**src/rtl/dma_gic_irq_ctrl_pkg.sv**
```systemverilog
// Shared types, constants and helpers for the DMA-to-GIC interrupt controller.
package dma_gic_irq_pkg;

    localparam int         NUM_GIC_LINES = 3;
    localparam logic [1:0] LINE_DROP     = 2'd3;
    // Width of a per-cycle increment: up to 16 sources can fire together.
    localparam int         INC_W         = 5;

    typedef enum logic [1:0] {
        ST_IDLE    = 2'd0,
        ST_ACCUM   = 2'd1,
        ST_ASSERT  = 2'd2,
        ST_HOLDOFF = 2'd3
    } irq_line_state_e;

    // Number of set bits in a 16-bit source vector.
    function automatic logic [INC_W-1:0] popcount16(input logic [15:0] vec);
        logic [INC_W-1:0] n;
        n = '0;
        for (int i = 0; i < 16; i++) begin
            n = n + {{(INC_W-1){1'b0}}, vec[i]};
        end
        return n;
    endfunction

endpackage

```
**src/rtl/dma_gic_irq_ctrl_if.sv**
```systemverilog
// GIC-side interrupt interface: level lines, pending counts, busy flags and acks.
interface dma_gic_irq_ctrl_if #(
    parameter int CNT_W = 8
);
    logic [2:0]         irq_ack;
    logic [2:0]         interrupt;
    logic [3*CNT_W-1:0] irq_pend_cnt;
    logic [2:0]         irq_busy;

    modport master (
        input  irq_ack,
        output interrupt,
        output irq_pend_cnt,
        output irq_busy
    );

    modport slave (
        output irq_ack,
        input  interrupt,
        input  irq_pend_cnt,
        input  irq_busy
    );
endinterface

```
**src/rtl/dma_gic_irq_ctrl_line.sv**
```systemverilog
// One interrupt line: event coalescing (threshold + timeout), level hold until
// ack, and a forced-low holdoff window before the line may re-assert.
module dma_gic_irq_line
    import dma_gic_irq_pkg::*;
#(
    parameter int CNT_W       = 8,
    parameter int TMR_W       = 16,
    parameter int HOLDOFF_CYC = 4
) (
    input  logic             clk_i,
    input  logic             rst_i,
    input  logic [INC_W-1:0] inc_i,
    input  logic [CNT_W-1:0] thresh_i,
    input  logic [TMR_W-1:0] timeout_i,
    input  logic             ack_i,
    output logic             irq_o,
    output logic [CNT_W-1:0] cnt_o,
    output logic             busy_o
);

    localparam int               HO_W    = $clog2(HOLDOFF_CYC + 1);
    localparam logic [HO_W-1:0]  HO_LAST = HO_W'(HOLDOFF_CYC - 1);
    localparam int               SW      = CNT_W + INC_W + 1;

    // Saturating count + increment, clamped at all-ones.
    function automatic logic [CNT_W-1:0] sat_add(input logic [CNT_W-1:0] a,
                                                 input logic [INC_W-1:0] b);
        logic [SW-1:0] s;
        s = SW'(a) + SW'(b);
        if (s > SW'({CNT_W{1'b1}})) begin
            return {CNT_W{1'b1}};
        end else begin
            return s[CNT_W-1:0];
        end
    endfunction

    irq_line_state_e  state_q, state_d;
    logic [CNT_W-1:0] cnt_q, cnt_d;
    logic [TMR_W-1:0] tmr_q, tmr_d;
    logic [HO_W-1:0]  hold_q, hold_d;
    logic             irq_q, busy_q;

    logic [CNT_W-1:0] thr_eff;
    logic [CNT_W-1:0] cnt_upd;
    logic [CNT_W-1:0] cnt_fresh;
    logic [TMR_W-1:0] tmr_inc;

    // Next-state, counter, timer and holdoff evaluation for this line.
    always_comb begin
        state_d   = state_q;
        cnt_d     = cnt_q;
        tmr_d     = tmr_q;
        hold_d    = hold_q;
        thr_eff   = (thresh_i == '0) ? CNT_W'(1) : thresh_i;
        cnt_upd   = sat_add(cnt_q, inc_i);
        cnt_fresh = sat_add('0, inc_i);
        tmr_inc   = (tmr_q == {TMR_W{1'b1}}) ? tmr_q : tmr_q + TMR_W'(1);

        case (state_q)
            ST_IDLE: begin
                cnt_d  = cnt_fresh;
                tmr_d  = '0;
                hold_d = '0;
                if (inc_i != '0) begin
                    if (SW'(inc_i) >= SW'(thr_eff)) begin
                        state_d = ST_ASSERT;
                    end else begin
                        state_d = ST_ACCUM;
                    end
                end else begin
                    state_d = ST_IDLE;
                end
            end
            ST_ACCUM: begin
                cnt_d = cnt_upd;
                tmr_d = tmr_inc;
                if ((cnt_upd >= thr_eff) ||
                    ((timeout_i != '0) && (tmr_inc >= timeout_i))) begin
                    state_d = ST_ASSERT;
                end else begin
                    state_d = ST_ACCUM;
                end
            end
            ST_ASSERT: begin
                if (ack_i) begin
                    // Events arriving with the ack start the next batch.
                    cnt_d   = cnt_fresh;
                    tmr_d   = '0;
                    hold_d  = '0;
                    state_d = ST_HOLDOFF;
                end else begin
                    cnt_d   = cnt_upd;
                end
            end
            ST_HOLDOFF: begin
                cnt_d = cnt_upd;
                if (hold_q == HO_LAST) begin
                    hold_d  = '0;
                    tmr_d   = '0;
                    state_d = (cnt_upd != '0) ? ST_ACCUM : ST_IDLE;
                end else begin
                    hold_d  = hold_q + HO_W'(1);
                end
            end
            default: begin
                state_d = ST_IDLE;
                cnt_d   = '0;
                tmr_d   = '0;
                hold_d  = '0;
            end
        endcase
    end

    // State/counter registers and registered output decode.
    always_ff @(posedge clk_i) begin
        if (rst_i) begin
            state_q <= ST_IDLE;
            cnt_q   <= '0;
            tmr_q   <= '0;
            hold_q  <= '0;
            irq_q   <= 1'b0;
            busy_q  <= 1'b0;
        end else begin
            state_q <= state_d;
            cnt_q   <= cnt_d;
            tmr_q   <= tmr_d;
            hold_q  <= hold_d;
            irq_q   <= (state_q == ST_ASSERT);
            busy_q  <= (state_q != ST_IDLE);
        end
    end

    assign irq_o  = irq_q;
    assign cnt_o  = cnt_q;
    assign busy_o = busy_q;

endmodule

```
**src/rtl/dma_gic_irq_ctrl.sv**
```systemverilog
// Top level: steers enabled DMA event pulses to the three GIC lines and packs
// the per-line coalescing engines onto the GIC interface.
module dma_gic_irq_ctrl
    import dma_gic_irq_pkg::*;
#(
    parameter int NUM_SRC     = 8,
    parameter int CNT_W       = 8,
    parameter int TMR_W       = 16,
    parameter int HOLDOFF_CYC = 4
) (
    input  logic                   user_clk,
    input  logic                   user_reset,
    input  logic [NUM_SRC-1:0]     src_event,
    input  logic [NUM_SRC-1:0]     cfg_src_en,
    input  logic [2*NUM_SRC-1:0]   cfg_src_line,
    input  logic [3*CNT_W-1:0]     cfg_thresh,
    input  logic [3*TMR_W-1:0]     cfg_timeout,
    dma_gic_irq_ctrl_if.master     gic
);

    logic [15:0]      sel_s [NUM_GIC_LINES];
    logic [INC_W-1:0] inc_s [NUM_GIC_LINES];
    logic [NUM_GIC_LINES-1:0] irq_s, busy_s;
    logic [NUM_GIC_LINES*CNT_W-1:0] cnt_s;

    // Per-line selection of enabled, non-dropped source pulses and their count.
    always_comb begin
        for (int l = 0; l < NUM_GIC_LINES; l++) begin
            sel_s[l] = 16'd0;
            for (int s = 0; s < NUM_SRC; s++) begin
                sel_s[l][s] = src_event[s] & cfg_src_en[s] &
                              (cfg_src_line[2*s +: 2] != LINE_DROP) &
                              (cfg_src_line[2*s +: 2] == 2'(l));
            end
            inc_s[l] = popcount16(sel_s[l]);
        end
    end

    for (genvar l = 0; l < NUM_GIC_LINES; l++) begin : g_line
        dma_gic_irq_line #(
            .CNT_W       (CNT_W),
            .TMR_W       (TMR_W),
            .HOLDOFF_CYC (HOLDOFF_CYC)
        ) u_line (
            .clk_i     (user_clk),
            .rst_i     (user_reset),
            .inc_i     (inc_s[l]),
            .thresh_i  (cfg_thresh[l*CNT_W +: CNT_W]),
            .timeout_i (cfg_timeout[l*TMR_W +: TMR_W]),
            .ack_i     (gic.irq_ack[l]),
            .irq_o     (irq_s[l]),
            .cnt_o     (cnt_s[l*CNT_W +: CNT_W]),
            .busy_o    (busy_s[l])
        );
    end

    assign gic.interrupt    = irq_s;
    assign gic.irq_pend_cnt = cnt_s;
    assign gic.irq_busy     = busy_s;

endmodule

```
**src/flat_wrapper.sv**
```systemverilog
// flat-port wrapper written by rule: the top's interface ports become plain ports
module dma_gic_irq_ctrl_flat import dma_gic_irq_pkg::*;
#(
    parameter int NUM_SRC     = 8,
    parameter int CNT_W       = 8,
    parameter int TMR_W       = 16,
    parameter int HOLDOFF_CYC = 4
)
  (user_clk, user_reset, src_event, cfg_src_en, cfg_src_line, cfg_thresh, cfg_timeout, gic_irq_ack, gic_interrupt, gic_irq_pend_cnt, gic_irq_busy);
  dma_gic_irq_ctrl_if #(.CNT_W(CNT_W)) gic_i ();
  input  logic user_clk;
  input  logic user_reset;
  input  logic [NUM_SRC-1:0] src_event;
  input  logic [NUM_SRC-1:0] cfg_src_en;
  input  logic [2*NUM_SRC-1:0] cfg_src_line;
  input  logic [3*CNT_W-1:0] cfg_thresh;
  input  logic [3*TMR_W-1:0] cfg_timeout;
  input wire logic [$bits(gic_i.irq_ack)-1:0] gic_irq_ack;
  output wire logic [$bits(gic_i.interrupt)-1:0] gic_interrupt;
  output wire logic [$bits(gic_i.irq_pend_cnt)-1:0] gic_irq_pend_cnt;
  output wire logic [$bits(gic_i.irq_busy)-1:0] gic_irq_busy;
  assign gic_i.irq_ack = gic_irq_ack;
  assign gic_interrupt = gic_i.interrupt;
  assign gic_irq_pend_cnt = gic_i.irq_pend_cnt;
  assign gic_irq_busy = gic_i.irq_busy;
  dma_gic_irq_ctrl #(.NUM_SRC(NUM_SRC), .CNT_W(CNT_W), .TMR_W(TMR_W), .HOLDOFF_CYC(HOLDOFF_CYC)) u_core (.user_clk(user_clk), .user_reset(user_reset), .src_event(src_event), .cfg_src_en(cfg_src_en), .cfg_src_line(cfg_src_line), .cfg_thresh(cfg_thresh), .cfg_timeout(cfg_timeout), .gic(gic_i));
endmodule
```
**config.mk**
```make
export PLATFORM = sky130hd
export DESIGN_NAME = dma_gic_irq_ctrl_flat
export DESIGN_NICKNAME = d
export VERILOG_FILES = /design/src/rtl/dma_gic_irq_ctrl_pkg.sv /design/src/rtl/dma_gic_irq_ctrl_if.sv /design/src/rtl/dma_gic_irq_ctrl_line.sv /design/src/rtl/dma_gic_irq_ctrl.sv /design/src/flat_wrapper.sv
export SDC_FILE = /design/constraint.sdc
export NUM_CORES = 1
export LEC_CHECK = 0
export BUFFER_PORTS_ARGS = -buffer_cell sky130_fd_sc_hd__buf_4
export CELL_PAD_IN_SITES_DETAIL_PLACEMENT = 0
export CELL_PAD_IN_SITES_GLOBAL_PLACEMENT = 1
export CORE_MARGIN = 5
export CORE_UTILIZATION = 38
export CTS_CLUSTER_DIAMETER = 150
export DETAILED_ROUTE_END_ITERATION = 8
export GPL_ROUTABILITY_DRIVEN = 0
export HOLD_SLACK_MARGIN = 0.05
export PLACE_DENSITY = 0.73
export SYNTH_ARGS = -nofsm -noshare
export SYNTH_HDL_FRONTEND = slang
export SYNTH_HIERARCHICAL = 1
export SYNTH_SLANG_ARGS = --single-unit
```
**constraint.sdc**
```tcl
create_clock -name user_clk -period 6.97 [get_ports user_clk]
set_input_delay 1.0455 -clock user_clk [delete_from_list [all_inputs] [get_ports user_clk]]
set_output_delay 1.0455 -clock user_clk [all_outputs]
set_load 0.01 [all_outputs]
```
==> flow_summary.ini <==
[status]
status = complete, no violations

[place]
port-buffer-count = 138
hpwlAfterDp_mm = 19.7
dp_cells = 1550
dp_slack_ns = 0.00852

[cts]
cts_tree = built
cts-buffers-inserted = 9
clock_latency_ns = 0.35
clk_pin_slew_ns = 0.07
clockRootBuffer = clkbuf_16
cts_setup_buffers = 0
cts_sinks = 93
htree_levels = 3
clock_path_buffers = 2

[setup_path]
critPathMaxStageDelay_ns = 0.53
crit_type = in -> reg
timing.reg2reg.setup_slack_ns = 3.42
cp_slowest_cell = fa_1
crit_fanout = 7
crit_arrival_ns = 6.89
start_kind = input pin
required_ns = 7.27
endpoint_kind = register
cpMostUsedCell = fa_1

[timing]
relSlewSlack_pct = 44.3
max_freq_mhz = 152
period_share_pct = 94.5
fin_crit_ns = 6.59
skew_ns = 0.0101
tightest_slew_ns = 0.832
setup_viol = 0
fin_ws_ns = 0.384
timing.hold.ws_ns = 0.478
rsz0062_at_grt = no
hold_viol_final = 0
fin_setup_tns_ns = 0
maxSlewViolCount = 0

[die]
rows = 55
dieArea_um2 = 26200
core_um2 = 22700
die_y_um = 162
die_w_um = 162
io_pins = 139
start_util_pct = 38.7

[logic_synthesis]
syn_inst = 1119
synth_warnings = 6
synth-seq-cells = 93
async_flop_share_pct = 0
synth_area_um2 = 8780
synth_top_area_share_pct = 21.2
synth.most_common_cell = inv_1
avgSynthCellArea_um2 = 7.85
synth_edf_count = 0
synth_largest_area_cell = dfxtp_1
synth_common_cells = inv_1, ha_1, dfxtp_1
yosysSeqAreaShare_pct = 21.2
synth_cell_types = 70
synthFlopType = dfxtp_1
yosys-top-cells-area = dfxtp_1, ha_1, inv_1, a21oi_1, nor2_1

[pwr]
p_leak_nw = 5.05
vdd_drop_max_uv = 125
p_per_area_nw_per_um2 = 149

[finish]
antenna_cells = 0
drive_above_1_share_pct = 17.6
layout.nets = 1517
layoutNonFillerInstCount = 1566
syn_to_final_growth_pct = 20.6
regArea_um2 = 1860
multi_input_area_um2 = 6410
fillCellCount = 2275

[route]
drtAntennaViolNets = 0
firstDrtPassIters = 5
wl_mm = 24.3
drtIter0Drc = 495
drc = 0
wl_per_cell_um = 15.5
vias = 8368
viasPerCell = 5.34

[global_routing]
first_global_vias = 7829
antenna_found_initial = 0
overflow = 0
grt_usage_pct = 18.2
grt_pass1_wl_mm = 39.4
grt_max_degree = 39

[flow_run]
max_cap_viol_count = 0

[hold_path]
min_path_type = reg -> reg
==> cells in the final DEF, fill, tap and decap left out, types with 5 or more instances in the layout <==
master     count
buf_4        161
inv_1        119
ha_1         117
dfxtp_1       93
nor2_1        89
a21oi_1       80
nand2_1       79
o21ai_0       48
nand3_1       40
nor3_1        37
xnor2_1       32
nor2b_1       21
nor3b_1       19
and3_1        19
nand2b_1      19
a21o_1        18
nor4_1        18
a22o_1        16
fa_1          15
o31ai_1       13
o21a_1        12
xor2_1        12
conb_1        12
a22oi_1       11
a31oi_1       10
a211oi_1      10
clkbuf_16      9
o21ai_1        9
or3_1          8
or2_2          8
mux2_2         8
nand4_1        8
nand4b_1       7
and3_4         6
o21bai_1       6
a311oi_1       5
o2111ai_1      5
and4_1         5
==> worst max-delay path, delay by kind of cell <==
family | cells | cell delay (ns)
and+or+nand+nor | 5 | 0.74
AOI/OAI and AO/OA | 7 | 1.59
adders and majority gates | 7 | 2.99
buffers and inverters | 6 | 0.48
==> through the flow <==
stage	utilization (%)	power, mW	cell area (µm²)
floorplan	-	0.889	8820
global placement	45.3	1.06	10300
detailed placement	45.3	1.07	10300
CTS	46.6	1.60	10600
global route	46.7	1.69	10600
finish	46.7	1.58	10600
==> state kept, by name, indices dropped and copies added, names as in the netlist <==
name,count
u_core/g_line.u_line/tmr_q,48
u_core/g_line.u_line/cnt_o,24
u_core/g_line.u_line/irq_o,3
u_core/g_line.u_line/hold_q,9
u_core/g_line.u_line/state_q,6
u_core/g_line.u_line/busy_o,3
==> worst paths after layout <==
kind                                           from                            endpoint  cells after the start
hold reg to reg   u_core/g_line[2].u_line/hold_q[2]   u_core/g_line[2].u_line/hold_q[2]                      1
hold / removal    u_core/g_line[2].u_line/hold_q[2]   u_core/g_line[2].u_line/hold_q[2]                      1
setup / recovery                       src_event[0]  u_core/g_line[0].u_line/state_q[0]                     25
setup reg to reg   u_core/g_line[0].u_line/cnt_o[0]  u_core/g_line[0].u_line/state_q[0]                     13
==> metal layers <==
| metal | wire [µm] | GRT usage (%) | vias to the layer above |
|---|---|---|---|
| met4 | 210 | 3.27 | 0 |
| met2 | 10300 | 27.5 | 184 |
| met5 | 0 | 0 | - |
| met3 | 1120 | 2.77 | 15 |
| met1 | 12600 | 27.6 | 3839 |
| li1 | - | - | 4330 |
==> cells by family (layout without fill, tap and decap cells) <==
kind of cell	Yosys count	count (layout)	share of synthesized area (%)
simple gates	408	408	24.9
compound gates	285	285	21.8
buf+inv	146	297	6.31
fa+ha+maj	132	132	20.1
flops	93	93	21.2
xor+xnor	44	44	4.39
mux	10	10	1.27
other cells	1	12	0.0427
==> final cells by class <==
class / count / share of cell area [%]
Clock inverter: 6 / 0.661
Timing Repair Buffer: 161 / 11.4
Sequential cell: 93 / 17.6
Multi-Input combinational cell: 891 / 60.5
Tap cell: 285 / 3.37
Clock buffer: 10 / 2.26
Inverter: 120 / 4.25
==> where the power goes <==
group          switching (mW)  internal (mW)  total [mW]
sequential             0.0351          0.555       0.590
combinational           0.255          0.212       0.467
clock                   0.235          0.290       0.525
==> what timing repair did <==
action	4_1_cts	5_1_grt
gates resized for setup	0	2
hold buffers	0	0
setup endpoints to repair	0	1
No activity file was read; power rests on OpenSTA's default activity.
